### src/rtl/rns_to_int_mrc.sv
// Sequential RNS-to-integer decoder using mixed-radix conversion.
// Three elimination passes produce the mixed-radix digits, then three Horner steps rebuild the integer.
module rns_to_int_mrc #(
  parameter int M1 = 233,
  parameter int M2 = 239,
  parameter int M3 = 241,
  parameter int M4 = 251
) (
  input  logic        clk,
  input  logic        reset,
  input  logic        in_valid,
  output logic        in_ready,
  input  logic [31:0] x_rns,
  output logic        out_valid,
  input  logic        out_ready,
  output logic [31:0] y,
  output logic        out_err
);

  function automatic int gcd(input int a, input int b);
    int x;
    int z;
    int t;
    x = a;
    z = b;
    while (z != 32'sd0) begin
      t = x % z;
      x = z;
      z = t;
    end
    return x;
  endfunction

  function automatic int mod_inv(input int a, input int m);
    int r;
    r = 32'sd0;
    for (int x = 32'sd1; x < m; x++) begin
      if ((((a * x) % m) == 32'sd1) && (r == 32'sd0)) begin
        r = x;
      end else begin
        r = r;
      end
    end
    return r;
  endfunction

  function automatic bit params_ok();
    bit    ok;
    longint prod;
    ok = 1'b1;
    if (M1 < 32'sd2 || M1 > 32'sd255 || M2 < 32'sd2 || M2 > 32'sd255 ||
        M3 < 32'sd2 || M3 > 32'sd255 || M4 < 32'sd2 || M4 > 32'sd255) begin
      ok = 1'b0;
    end else begin
      ok = ok;
    end
    if (gcd(M1, M2) != 32'sd1 || gcd(M1, M3) != 32'sd1 || gcd(M1, M4) != 32'sd1 ||
        gcd(M2, M3) != 32'sd1 || gcd(M2, M4) != 32'sd1 || gcd(M3, M4) != 32'sd1) begin
      ok = 1'b0;
    end else begin
      ok = ok;
    end
    prod = longint'(M1) * longint'(M2) * longint'(M3) * longint'(M4);
    if (prod >= 64'sh1_0000_0000) begin
      ok = 1'b0;
    end else begin
      ok = ok;
    end
    return ok;
  endfunction

  if (!params_ok()) begin : g_bad_params
    $error("rns_to_int_mrc: moduli must be 2..255, pairwise coprime, product below 2^32");
  end

  localparam logic [8:0]  M1_L  = 9'(M1);
  localparam logic [8:0]  M2_L  = 9'(M2);
  localparam logic [8:0]  M3_L  = 9'(M3);
  localparam logic [8:0]  M4_L  = 9'(M4);
  localparam logic [39:0] M1_W  = 40'(M1);
  localparam logic [39:0] M2_W  = 40'(M2);
  localparam logic [39:0] M3_W  = 40'(M3);
  localparam logic [8:0]  INV12 = 9'(mod_inv(M1 % M2, M2));
  localparam logic [8:0]  INV13 = 9'(mod_inv(M1 % M3, M3));
  localparam logic [8:0]  INV14 = 9'(mod_inv(M1 % M4, M4));
  localparam logic [8:0]  INV23 = 9'(mod_inv(M2 % M3, M3));
  localparam logic [8:0]  INV24 = 9'(mod_inv(M2 % M4, M4));
  localparam logic [8:0]  INV34 = 9'(mod_inv(M3 % M4, M4));

  // One elimination step: ((rj - (ak mod mj)) mod mj) * inv mod mj, with wrapping subtraction.
  function automatic logic [7:0] elim_step(input logic [7:0] rj, input logic [7:0] ak,
                                           input logic [8:0] mj, input logic [8:0] inv);
    logic [8:0]  ak_red;
    logic [8:0]  diff;
    logic [17:0] prod;
    ak_red = {1'b0, ak} % mj;
    if ({1'b0, rj} >= ak_red) begin
      diff = {1'b0, rj} - ak_red;
    end else begin
      diff = {1'b0, rj} + mj - ak_red;
    end
    prod = {9'd0, diff} * {9'd0, inv};
    return 8'(prod % {9'd0, mj});
  endfunction

  typedef enum logic [2:0] {
    IDLE  = 3'd0,
    ELIM1 = 3'd1,
    ELIM2 = 3'd2,
    ELIM3 = 3'd3,
    HOR1  = 3'd4,
    HOR2  = 3'd5,
    HOR3  = 3'd6,
    DONE  = 3'd7
  } state_t;

  state_t      state_r;
  logic [7:0]  r1_r;
  logic [7:0]  r2_r;
  logic [7:0]  r3_r;
  logic [7:0]  r4_r;
  logic [39:0] acc_r;
  logic        err_r;
  logic        in_ready_r;
  logic        out_valid_r;
  logic [31:0] y_r;
  logic        out_err_r;
  logic        in_err_s;

  assign in_err_s = ({1'b0, x_rns[7:0]}   >= M1_L) |
                    ({1'b0, x_rns[15:8]}  >= M2_L) |
                    ({1'b0, x_rns[23:16]} >= M3_L) |
                    ({1'b0, x_rns[31:24]} >= M4_L);

  // Conversion FSM; after ELIMk the register rk holds digit ak, so the Horner steps reuse r1..r4.
  always_ff @(posedge clk) begin
    if (reset) begin
      state_r     <= IDLE;
      r1_r        <= 8'd0;
      r2_r        <= 8'd0;
      r3_r        <= 8'd0;
      r4_r        <= 8'd0;
      acc_r       <= 40'd0;
      err_r       <= 1'b0;
      in_ready_r  <= 1'b1;
      out_valid_r <= 1'b0;
      y_r         <= 32'd0;
      out_err_r   <= 1'b0;
    end else begin
      case (state_r)
        IDLE: begin
          if (in_valid && in_ready_r) begin
            r1_r       <= x_rns[7:0];
            r2_r       <= x_rns[15:8];
            r3_r       <= x_rns[23:16];
            r4_r       <= x_rns[31:24];
            err_r      <= in_err_s;
            in_ready_r <= 1'b0;
            state_r    <= ELIM1;
          end else begin
            state_r    <= IDLE;
          end
        end
        ELIM1: begin
          r2_r    <= elim_step(r2_r, r1_r, M2_L, INV12);
          r3_r    <= elim_step(r3_r, r1_r, M3_L, INV13);
          r4_r    <= elim_step(r4_r, r1_r, M4_L, INV14);
          state_r <= ELIM2;
        end
        ELIM2: begin
          r3_r    <= elim_step(r3_r, r2_r, M3_L, INV23);
          r4_r    <= elim_step(r4_r, r2_r, M4_L, INV24);
          state_r <= ELIM3;
        end
        ELIM3: begin
          r4_r    <= elim_step(r4_r, r3_r, M4_L, INV34);
          state_r <= HOR1;
        end
        HOR1: begin
          acc_r   <= {32'd0, r4_r} * M3_W + {32'd0, r3_r};
          state_r <= HOR2;
        end
        HOR2: begin
          acc_r   <= acc_r * M2_W + {32'd0, r2_r};
          state_r <= HOR3;
        end
        HOR3: begin
          y_r         <= err_r ? 32'd0 : 32'(acc_r * M1_W + {32'd0, r1_r});
          out_err_r   <= err_r;
          out_valid_r <= 1'b1;
          state_r     <= DONE;
        end
        DONE: begin
          if (out_ready) begin
            out_valid_r <= 1'b0;
            in_ready_r  <= 1'b1;
            state_r     <= IDLE;
          end else begin
            state_r     <= DONE;
          end
        end
        default: begin
          out_valid_r <= 1'b0;
          in_ready_r  <= 1'b1;
          state_r     <= IDLE;
        end
      endcase
    end
  end

  assign in_ready  = in_ready_r;
  assign out_valid = out_valid_r;
  assign y         = y_r;
  assign out_err   = out_err_r;

endmodule

### config.mk
export PLATFORM = sky130hd
export DESIGN_NAME = rns_to_int_mrc
export DESIGN_NICKNAME = d
export VERILOG_FILES = /design/src/rtl/rns_to_int_mrc.sv
export SDC_FILE = /design/constraint.sdc
export NUM_CORES = 2
export LEC_CHECK = 0
export CELL_PAD_IN_SITES_DETAIL_PLACEMENT = 0
export CELL_PAD_IN_SITES_GLOBAL_PLACEMENT = 2
export CORE_MARGIN = 8
export CORE_UTILIZATION = 41
export DETAILED_ROUTE_END_ITERATION = 7
export HOLD_SLACK_MARGIN = 0.06
export PLACE_DENSITY = 0.82
export SYNTH_ARGS = -nofsm -noshare
export SYNTH_HDL_FRONTEND = slang
export SYNTH_SLANG_ARGS = --single-unit
### constraint.sdc
create_clock -name clk -period 19.65 [get_ports clk]
set_input_delay 2.9475 -clock clk [delete_from_list [all_inputs] [get_ports clk]]
set_output_delay 2.9475 -clock clk [all_outputs]
set_load 0.01 [all_outputs]
==> metrics <==
vias in the first global route 29512; TNS Setup 0 ns; Worst EP arrival 17.84 ns; via/cell ratio 5.73; Hold Fails Final Rpt 0; final period utilization 0.893; IO buf count 70; Most used DFF post-synth dfxtp_1; area of the multi-input gates 30300 um^2; Final Skew 0.0218 ns; final worst path period need 17.55 ns; initial antenna violation count 1; Buf/Inv on CP 5; Cell variety after synth 143; layout cells sized above 1 0.0517; Root Buffer clkbuf_16; nets 5041; Tot GR Track Use 0.203; global-route wire length before repair 160 mm; Routed Antenna Nets 0; number of cells on the critical path 60; commonest cells after routing, fill and taps aside ha_1, inv_1, fa_1, nor2_1, nand2_1; Hold Crit Depth 2; Clock Sinks 103; Metal-1 WL 50.3 mm; Clock transition at path regs 0.10 ns; CTS buffer count 9; Critical Path End Type flip-flop; worst path required time 19.93 ns; met3 wire length 3.91 mm; Setup Buffers After CTS 0; GRT Residual Overflow 0; R2R Setup Slk 2.10 ns; Longest Clk Path Bufs 2; # setup viols final 0; status complete, no violations; worst slew pin tran 1.18 ns; io pins 71; Largest stage delay, worst path 0.75 ns; die area 93400 um^2; mapped cell area 34400 um^2; RSZ-0062 raised after global routing no; CP max-delay cell nor4_1; FP Rows 106; syn avg cell area 8.25 um^2; CP Launch Type flip-flop; TritonCTS clock tree done; drt total wl 96.9 mm; Die X 306 um; highest routed layer met4; DRC 0; EDFF count, synth 0; WL met2 42.0 mm; Post-Synthesis Cells 4172; DR pass1 iterations 6; worst setup path class reg -> reg; DR iter-0 viols 1891; syn_nets 5040; cell count of the worst reg-to-reg path 60; Fmax 0.0570 GHz; Max-Cap Viols 0; initial core utilization 0.412; Area growth syn-to-layout 6.26%; final instance area 36600 um^2; Slew Viols, Final 0; pin count of the biggest net entering global routing 62; area occupied by registers 2060 um^2; register area share after synthesis 0.0599; post-cts gate resize count 0; die height 306 um; diodes inserted 0; H-tree depth 3; Hold Crit Class reg -> reg; Worst-Skew Late Latency 0.39 ns; Async S/R FF share, synth 0; core area 83400 um^2; vias post-DR 30113; CP delay by family, top simple AND/OR/NAND/NOR gates; Filler cells 8464; commonest non-fill, non-tap cell in the layout ha_1; max_slew headroom 0.206; area post-placement 36300 um^2; hold_ws 0.477 ns; CP Max Fanout 14; yosys warns 0; register bit total from synthesis 103; Routed wire per std cell 18.4 um; CTS Hold Bufs 0; Final Wtd Congestion 0.867; final core area utilization 0.438; hpwl dp 81.6 mm
kinds of logic after synthesis:
| group | after synthesis | share of synthesized area |
|---|---|---|
| compound gates | 1201 | 0.246 |
| xor+xnor | 257 | 0.0663 |
| fa+ha+maj | 839 | 0.374 |
| buf+inv | 545 | 0.0605 |
| flops | 103 | 0.0599 |
| mux | 77 | 0.0243 |
| simple gates | 1150 | 0.169 |
sequential cells by signal, summed over array words and instances, names as in the netlist:
name and count:
acc_r 32, err_r 1, in_ready 1, out_err 1, out_valid 1, r1_r 8
r2_r 8, r3_r 8, r4_r 8, state_r 3, y 32
path summary, 6_finish.rpt:
kind / start / endpoint
min reg2reg: out_valid / out_valid
min: out_valid / out_valid
max reg2reg: r2_r[4] / r4_r[2]
max: r2_r[4] / r4_r[2]
final cells by class:
type                            instances  share of cell area
Inverter                              437              0.0449
Clock inverter                          7             0.00216
Tap cell                             1080              0.0370
Multi-Input combinational cell       3524               0.829
Timing Repair Buffer                   98              0.0248
Clock buffer                            9             0.00616
Sequential cell                       103              0.0564
cells in the mapped netlist (all sizes together) (35+ instances only):
| cell type | count | share of area |
|---|---|---|
| clkbuf | 85 | 0.0093 |
| nor2 | 303 | 0.033 |
| a22oi | 42 | 0.0092 |
| or3 | 35 | 0.0068 |
| a211oi | 67 | 0.016 |
| inv | 437 | 0.048 |
| mux2i | 49 | 0.015 |
| o21bai | 41 | 0.0089 |
| dfxtp | 103 | 0.060 |
| nand4 | 37 | 0.0067 |
| ha | 516 | 0.19 |
| o21ai | 224 | 0.033 |
| nand2b | 43 | 0.0078 |
| and2 | 46 | 0.0084 |
| fa | 316 | 0.18 |
| o211ai | 42 | 0.0096 |
| xnor2 | 193 | 0.050 |
| a21o | 83 | 0.018 |
| xor2 | 64 | 0.017 |
| nand2 | 295 | 0.033 |
| a31oi | 57 | 0.012 |
| nor3 | 101 | 0.015 |
| nand3 | 71 | 0.011 |
| o21a | 39 | 0.0085 |
| a21oi | 277 | 0.041 |
| nor2b | 36 | 0.0065 |
| and3 | 37 | 0.0069 |
through the flow:
step,worst slack (ns),instances
2_1_floorplan,4.32,4172
3_3_place_gp,2.80,5242
3_5_place_dp,2.30,5242
4_1_cts,2.22,5258
5_1_grt,0.588,5258
6_report,2.10,5258
worst register-to-register path, delay by kind of cell (launching register included):
family	cells	cell delay (ns)
buffers and inverters	5	0.35
xor gates and xnor gates	3	0.72
adders and majority gates	8	2.88
and+or+nand+nor	22	6.55
AOI/OAI and AO/OA	21	5.99
DFF	1	0.57
muxes	1	0.36
layer usage:
metal	vias to the layer above	GRT usage
met3	54	0.0247
met2	493	0.317
met4	0	0.0210
li1	15075	-
met1	14491	0.309
met5	-	0
Power is not shown: default switching activity piles up to over one toggle a cycle in this logic, so the estimate is an artifact.
